## src/rtl/mem_access_stage_if.sv

```systemverilog
// Memory-side bus between the MEM stage and the word-organised data memory.
// Latency: none; purely a bundle of wires.
// Backpressure: none; the memory accepts a request every cycle.
interface mem_access_stage_if #(
  parameter int DWIDTH  = 32,
  parameter int WORD_AW = 5
);
  logic               o_mem_ce;
  logic               o_mem_wr_en;
  logic [WORD_AW-1:0] o_mem_addr;
  logic [3:0]         o_mem_mask;
  logic [DWIDTH-1:0]  o_mem_store_data;
  logic [DWIDTH-1:0]  i_mem_load_data;

  // The pipeline stage drives requests and consumes read data
  modport master (
    output o_mem_ce, o_mem_wr_en, o_mem_addr, o_mem_mask, o_mem_store_data,
    input  i_mem_load_data
  );

  // The memory consumes requests and drives read data
  modport slave (
    input  o_mem_ce, o_mem_wr_en, o_mem_addr, o_mem_mask, o_mem_store_data,
    output i_mem_load_data
  );
endinterface

```

## src/rtl/mem_access_stage.sv

```systemverilog
// MEM stage: byte-address to word/lane request, load extract/extend, MEM/WB register.
// Latency: memory request combinational; writeback result one m_clk posedge later.
// Backpressure: i_stall holds MEM/WB and blocks memory writes; i_flush overrides i_stall.
module mem_access_stage #(
  parameter int DWIDTH  = 32,
  parameter int WORD_AW = 5
) (
  input  logic              m_clk,
  input  logic              m_rst,
  input  logic              i_valid,
  input  logic              i_load,
  input  logic              i_store,
  input  logic [1:0]        i_size,
  input  logic              i_unsigned,
  input  logic [31:0]       i_addr,
  input  logic [DWIDTH-1:0] i_store_data,
  input  logic [DWIDTH-1:0] i_alu_result,
  input  logic [4:0]        i_rd,
  input  logic              i_reg_wr,
  input  logic              i_stall,
  input  logic              i_flush,
  mem_access_stage_if.master mem_bus,
  output logic              o_wb_valid,
  output logic              o_wb_reg_wr,
  output logic [4:0]        o_wb_rd,
  output logic [DWIDTH-1:0] o_wb_data,
  output logic              o_misalign,
  output logic [31:0]       o_misalign_addr
);

  logic              w_misaligned;
  logic              w_live;
  logic [3:0]        w_mask;
  logic [DWIDTH-1:0] w_store_data;
  logic [7:0]        w_byte;
  logic [15:0]       w_half;
  logic [DWIDTH-1:0] w_load_ext;
  logic [DWIDTH-1:0] w_wb_value;

  // Size 11 behaves as a word, so any size with bit 1 set needs word alignment
  assign w_misaligned = ((i_size == 2'b01) & i_addr[0]) |
                        (i_size[1] & (i_addr[1:0] != 2'b00));
  assign w_live       = i_valid & ~i_flush & ~w_misaligned;

  assign mem_bus.o_mem_ce         = w_live & (i_load | i_store);
  assign mem_bus.o_mem_wr_en      = w_live & i_store & ~i_stall;
  assign mem_bus.o_mem_addr       = i_addr[WORD_AW+1:2];
  assign mem_bus.o_mem_mask       = w_mask;
  assign mem_bus.o_mem_store_data = w_store_data;

  // Store lane mask and lane-replicated data; the mask alone picks the written lanes
  always_comb begin
    w_mask       = 4'b0000;
    w_store_data = i_store_data;
    if (i_store) begin
      case (i_size)
        2'b00: begin
          w_mask       = 4'b0001 << i_addr[1:0];
          w_store_data = {4{i_store_data[7:0]}};
        end
        2'b01: begin
          w_mask       = i_addr[1] ? 4'b1100 : 4'b0011;
          w_store_data = {2{i_store_data[15:0]}};
        end
        default: begin
          w_mask       = 4'b1111;
          w_store_data = i_store_data;
        end
      endcase
    end
  end

  // Pick the addressed byte/half of the returned word (little-endian lanes)
  always_comb begin
    w_byte = mem_bus.i_mem_load_data[7:0];
    case (i_addr[1:0])
      2'b00:   w_byte = mem_bus.i_mem_load_data[7:0];
      2'b01:   w_byte = mem_bus.i_mem_load_data[15:8];
      2'b10:   w_byte = mem_bus.i_mem_load_data[23:16];
      default: w_byte = mem_bus.i_mem_load_data[31:24];
    endcase
    w_half = i_addr[1] ? mem_bus.i_mem_load_data[31:16] : mem_bus.i_mem_load_data[15:0];
  end

  // Sign- or zero-extend the selected lanes; words pass straight through
  always_comb begin
    w_load_ext = mem_bus.i_mem_load_data;
    case (i_size)
      2'b00:   w_load_ext = i_unsigned ? {{(DWIDTH-8){1'b0}}, w_byte}
                                       : {{(DWIDTH-8){w_byte[7]}}, w_byte};
      2'b01:   w_load_ext = i_unsigned ? {{(DWIDTH-16){1'b0}}, w_half}
                                       : {{(DWIDTH-16){w_half[15]}}, w_half};
      default: w_load_ext = mem_bus.i_mem_load_data;
    endcase
  end

  assign w_wb_value = i_load ? w_load_ext : i_alu_result;

  // MEM/WB register: flush kills, stall freezes, otherwise capture the retiring instruction
  always_ff @(posedge m_clk or negedge m_rst) begin
    if (!m_rst) begin
      o_wb_valid      <= 1'b0;
      o_wb_reg_wr     <= 1'b0;
      o_wb_rd         <= 5'd0;
      o_wb_data       <= '0;
      o_misalign      <= 1'b0;
      o_misalign_addr <= 32'd0;
    end else if (i_flush) begin
      o_wb_valid  <= 1'b0;
      o_wb_reg_wr <= 1'b0;
      o_wb_rd     <= 5'd0;
      o_wb_data   <= '0;
      o_misalign  <= 1'b0;
    end else if (i_stall) begin
      o_misalign <= 1'b0;
    end else begin
      o_wb_valid  <= i_valid;
      o_wb_reg_wr <= i_valid & i_reg_wr & ~w_misaligned;
      o_wb_rd     <= i_rd;
      o_wb_data   <= w_wb_value;
      o_misalign  <= i_valid & (i_load | i_store) & w_misaligned;
      if (i_valid & (i_load | i_store) & w_misaligned)
        o_misalign_addr <= i_addr;
    end
  end

endmodule

```

## src/flat_wrapper.sv

```systemverilog
// flat-port wrapper written by rule: the top's interface ports become plain ports
module mem_access_stage_flat 
#(
  parameter int DWIDTH  = 32,
  parameter int WORD_AW = 5
)
  (m_clk, m_rst, i_valid, i_load, i_store, i_size, i_unsigned, i_addr, i_store_data, i_alu_result, i_rd, i_reg_wr, i_stall, i_flush, o_wb_valid, o_wb_reg_wr, o_wb_rd, o_wb_data, o_misalign, o_misalign_addr, mem_bus_o_mem_ce, mem_bus_o_mem_wr_en, mem_bus_o_mem_addr, mem_bus_o_mem_mask, mem_bus_o_mem_store_data, mem_bus_i_mem_load_data);
  mem_access_stage_if #(.DWIDTH(DWIDTH), .WORD_AW(WORD_AW)) mem_bus_i ();
  input  logic m_clk;
  input  logic m_rst;
  input  logic i_valid;
  input  logic i_load;
  input  logic i_store;
  input  logic [1:0] i_size;
  input  logic i_unsigned;
  input  logic [31:0] i_addr;
  input  logic [DWIDTH-1:0] i_store_data;
  input  logic [DWIDTH-1:0] i_alu_result;
  input  logic [4:0] i_rd;
  input  logic i_reg_wr;
  input  logic i_stall;
  input  logic i_flush;
  output logic o_wb_valid;
  output logic o_wb_reg_wr;
  output logic [4:0] o_wb_rd;
  output logic [DWIDTH-1:0] o_wb_data;
  output logic o_misalign;
  output logic [31:0] o_misalign_addr;
  output wire logic [$bits(mem_bus_i.o_mem_ce)-1:0] mem_bus_o_mem_ce;
  output wire logic [$bits(mem_bus_i.o_mem_wr_en)-1:0] mem_bus_o_mem_wr_en;
  output wire logic [$bits(mem_bus_i.o_mem_addr)-1:0] mem_bus_o_mem_addr;
  output wire logic [$bits(mem_bus_i.o_mem_mask)-1:0] mem_bus_o_mem_mask;
  output wire logic [$bits(mem_bus_i.o_mem_store_data)-1:0] mem_bus_o_mem_store_data;
  input wire logic [$bits(mem_bus_i.i_mem_load_data)-1:0] mem_bus_i_mem_load_data;
  assign mem_bus_o_mem_ce = mem_bus_i.o_mem_ce;
  assign mem_bus_o_mem_wr_en = mem_bus_i.o_mem_wr_en;
  assign mem_bus_o_mem_addr = mem_bus_i.o_mem_addr;
  assign mem_bus_o_mem_mask = mem_bus_i.o_mem_mask;
  assign mem_bus_o_mem_store_data = mem_bus_i.o_mem_store_data;
  assign mem_bus_i.i_mem_load_data = mem_bus_i_mem_load_data;
  mem_access_stage #(.DWIDTH(DWIDTH), .WORD_AW(WORD_AW)) u_core (.m_clk(m_clk), .m_rst(m_rst), .i_valid(i_valid), .i_load(i_load), .i_store(i_store), .i_size(i_size), .i_unsigned(i_unsigned), .i_addr(i_addr), .i_store_data(i_store_data), .i_alu_result(i_alu_result), .i_rd(i_rd), .i_reg_wr(i_reg_wr), .i_stall(i_stall), .i_flush(i_flush), .mem_bus(mem_bus_i), .o_wb_valid(o_wb_valid), .o_wb_reg_wr(o_wb_reg_wr), .o_wb_rd(o_wb_rd), .o_wb_data(o_wb_data), .o_misalign(o_misalign), .o_misalign_addr(o_misalign_addr));
endmodule
```

## config.mk

```make
export PLATFORM = sky130hd
export DESIGN_NAME = mem_access_stage_flat
export DESIGN_NICKNAME = d
export VERILOG_FILES = /design/src/rtl/mem_access_stage_if.sv /design/src/rtl/mem_access_stage.sv /design/src/flat_wrapper.sv
export SDC_FILE = /design/constraint.sdc
export NUM_CORES = 1
export LEC_CHECK = 0
export BUFFER_PORTS_ARGS = -buffer_cell sky130_fd_sc_hd__clkbuf_2
export CAP_MARGIN = 20
export CORE_ASPECT_RATIO = 1.25
export CORE_MARGIN = 1.5
export CORE_UTILIZATION = 39
export CTS_CLUSTER_SIZE = 28
export DETAILED_ROUTE_END_ITERATION = 7
export PLACE_DENSITY = 0.79
export SETUP_SLACK_MARGIN = 0.4
export SLEW_MARGIN = 20
export SYNTH_ARGS = -nofsm -noshare
export SYNTH_HDL_FRONTEND = slang
export SYNTH_SLANG_ARGS = --single-unit
```

## constraint.sdc

```tcl
create_clock -name m_clk -period 2.7 [get_ports m_clk]
set_clock_uncertainty 0.2 [all_clocks]
set_input_delay 0.675 -clock m_clk [delete_from_list [all_inputs] [get_ports m_clk]]
set_output_delay 0.675 -clock m_clk [all_outputs]
set_load 0.01 [all_outputs]
```

==> flow_summary.json <==
{
  "fill_cells": 893,
  "netSwitchingFraction_pct": 28.2,
  "clkLatencyLatePin_ps": 320,
  "nNetsFinal": 784,
  "ir_worst_vdd_mv": 0.335,
  "rsz0062_at_grt": "yes",
  "status": "finished, violations left",
  "antenna_found_initial": 0,
  "viasPerCell": 5.57,
  "gp_congestion": 0.873,
  "period_needed_ps": 2540,
  "cp_data_arrival_time_ps": 1660,
  "grt_util_all_layers_pct": 25.9,
  "fin_area_um2": 6150,
  "p_int_mw": 2.68,
  "synth_compound_area_share_pct": 18.0,
  "utilization_pct": 58.0,
  "drv_cap": 0,
  "ys_seq_elements": 72,
  "p_switching_mw": 1.06,
  "synth_xor_area_share_pct": 0,
  "path_clk_slew_ps": 60,
  "hpwlAfterDp_mm": 11.9,
  "hold_violations": 0,
  "row_count": 42,
  "netlist-cell-type-count": 36,
  "clkSinkCount": 72,
  "p_comb_share_pct": 27.0,
  "die_width_um": 96.3,
  "die_area_um2": 11500,
  "synth_nets": 539,
  "placed_cell_area_um2": 5630,
  "cts_tree": "yes",
  "p_per_area_nw_per_um2": 607,
  "first_global_vias": 4243,
  "cts_made_buffers": 9,
  "syn_area_um2": 4250,
  "core_um2": 10600,
  "wl_per_cell_um": 19.6,
  "drt_pass1_iterations": 8,
  "ant_nets": 0,
  "h-tree-depth": 3,
  "drc_errors": 2,
  "cp_max_fo": 8,
  "grt_pass1_wl_mm": 22.3,
  "synth_fa_ha_area_share_pct": 0,
  "slew_headroom_pct": 34.4,
  "seq_power_share_pct": 35.9,
  "io_buffers": 258,
  "finalSetupViolations": 0,
  "grt_overflow": 0,
  "crit_start": "i_size[1]",
  "cts_hold_buf": 0,
  "p_clk_share_pct": 37.1,
  "syn_inst": 395,
  "vias": 4325,
  "first_iter_violations": 299,
  "path_class": "input pin to output port",
  "violations": "DRC",
  "worstRegToRegCells": 2,
  "p_leak_nw": 3.30,
  "synth_top_family_by_area": "multiplexers",
  "tns_ps": 0,
  "final_common_cell": "clkbuf_2",
  "hold_slack_ps": 93.9,
  "rr_startpoint": "u_core.o_wb_data[10]",
  "timing.rr.end": "u_core.o_wb_data[10]",
  "critPathCaptureType": "output port",
  "final_layout_size_suffix_gt1_share_pct": 56.7,
  "fmax_mhz": 394,
  "required_ps": 1820,
  "syn2layout_area_growth_pct": 45.0,
  "grt_max_degree": 41,
  "finalPower_mw": 3.74,
  "syn_area_per_cell_um2": 10.7,
  "ios": 259,
  "die_h_um": 120,
  "ys_warn_count": 0,
  "crit_end": "mem_bus_o_mem_store_data[13]",
  "cts_root_buf": "clkbuf_16",
  "muxShareOfSynthArea_pct": 21.2,
  "antenna_cells": 0,
  "startpoint_type": "input pin",
  "period_share_pct": 93.9,
  "final_cell_mix": "clkbuf_2 (245), dfrtp_1 (72), nand2_1 (39)",
  "r2r_slack_ps": 1460,
  "clock_path_buffers": 2,
  "start_util_pct": 40.0,
  "timing.final.max_slew_violations": 0,
  "finalWirelength_mm": 15.2,
  "synthSimpleGateAreaFrac_pct": 11.4,
  "yosysSeqAreaShare_pct": 42.4,
  "hold_class": "input pin to async pin",
  "tightestPinTransition_ps": 979
}
## how the worst min path moves through the flow
stage	end	slack (ps)
5_1_grt	u_core.o_misalign_addr[14]	120
2_1_floorplan	u_core.o_misalign	180
4_1_cts	u_core.o_misalign_addr[14]	110
3_3_place_gp	u_core.o_wb_data[31]	290
3_5_place_dp	u_core.o_misalign_addr[31]	300
6_report	u_core.o_misalign_addr[14]	90
## layer usage
layer	track usage, %	wire (um)
met1	28.0	5310
met2	47.2	7930
met3	5.89	1510
met4	10.6	466
met5	0	0
## registers in the layout (all words and copies together) (netlist names)
name                    count
u_core.o_wb_valid           1
u_core.o_wb_rd              5
u_core.o_misalign           1
u_core.o_wb_reg_wr          1
u_core.o_wb_data           32
u_core.o_misalign_addr     32
## final cells by class
class,instances,area (um^2),area share [%]
sequential,72,1800,29.3
timing repair buffer,280,1620,26.3
inverter,3,11.3,0.183
tap,132,165,2.68
multi-input combinational,274,2210,35.9
clock inverter,7,124,2.01
clock buffer,9,225,3.66
## cell usage after synthesis (all sizes together)
master / count / area [um^2]
a211oi: 10 / 75.1
a21oi: 12 / 63.8
a221oi: 7 / 61.3
a222oi: 23 / 230
a22oi: 8 / 60.1
a311oi: 1 / 8.76
a31oi: 1 / 6.26
a32o: 1 / 10.0
and3: 2 / 12.5
and3b: 1 / 8.76
and4b: 1 / 10.0
buf: 38 / 255
clkbuf: 8 / 30.0
dfrtp: 72 / 1800
inv: 3 / 11.3
mux2: 55 / 728
mux2i: 17 / 170
nand2: 39 / 146
nand2b: 4 / 25.0
nor2: 40 / 160
nor2b: 13 / 81.3
nor3: 2 / 20.0
nor3b: 2 / 15.0
o2111ai: 1 / 15.0
o211a: 7 / 70.1
o21a: 10 / 75.1
o21ai: 15 / 75.1
o22ai: 1 / 12.5
or2: 1 / 6.26
## repair_timing
action                                  CTS  global route
gates resized for setup                   9            23
gates cloned                              0             1
setup buffers                             2             2
endpoints found under the setup margin   30            45
pin swaps                                 2             1
## logic make-up after synthesis
| group | after synthesis |
|---|---|
| AO/OA/AOI/OAI | 97 |
| buffers and inverters | 49 |
| flip-flops | 72 |
| multiplexers | 72 |
| AND/OR/NAND/NOR | 105 |
## power by group through the flow
stage	registers [mW]	clock network, mW	logic, mW
5_1_grt	1.36	1.46	1.10
4_1_cts	1.34	1.41	0.994
3_3_place_gp	1.34	0	0.957
6_report	1.34	1.39	1.01
3_5_place_dp	1.36	0	0.974
2_1_floorplan	1.43	0	0.456
## per-stage QoR
step | instances | worst slack, ps
final | 777 | 165
after floorplan | 395 | 187
after detailed placement | 756 | 43.9
after global placement | 756 | 74.4
after global routing | 777 | 127
after CTS | 774 | 169
## critical path, cell delays in order
cell,delay (ps)
buf_8,100
nand2b_4,160
nor2_4,140
buf_12,140
mux2_4,310
buf_6,120
Power figures use the tool's default switching activity.
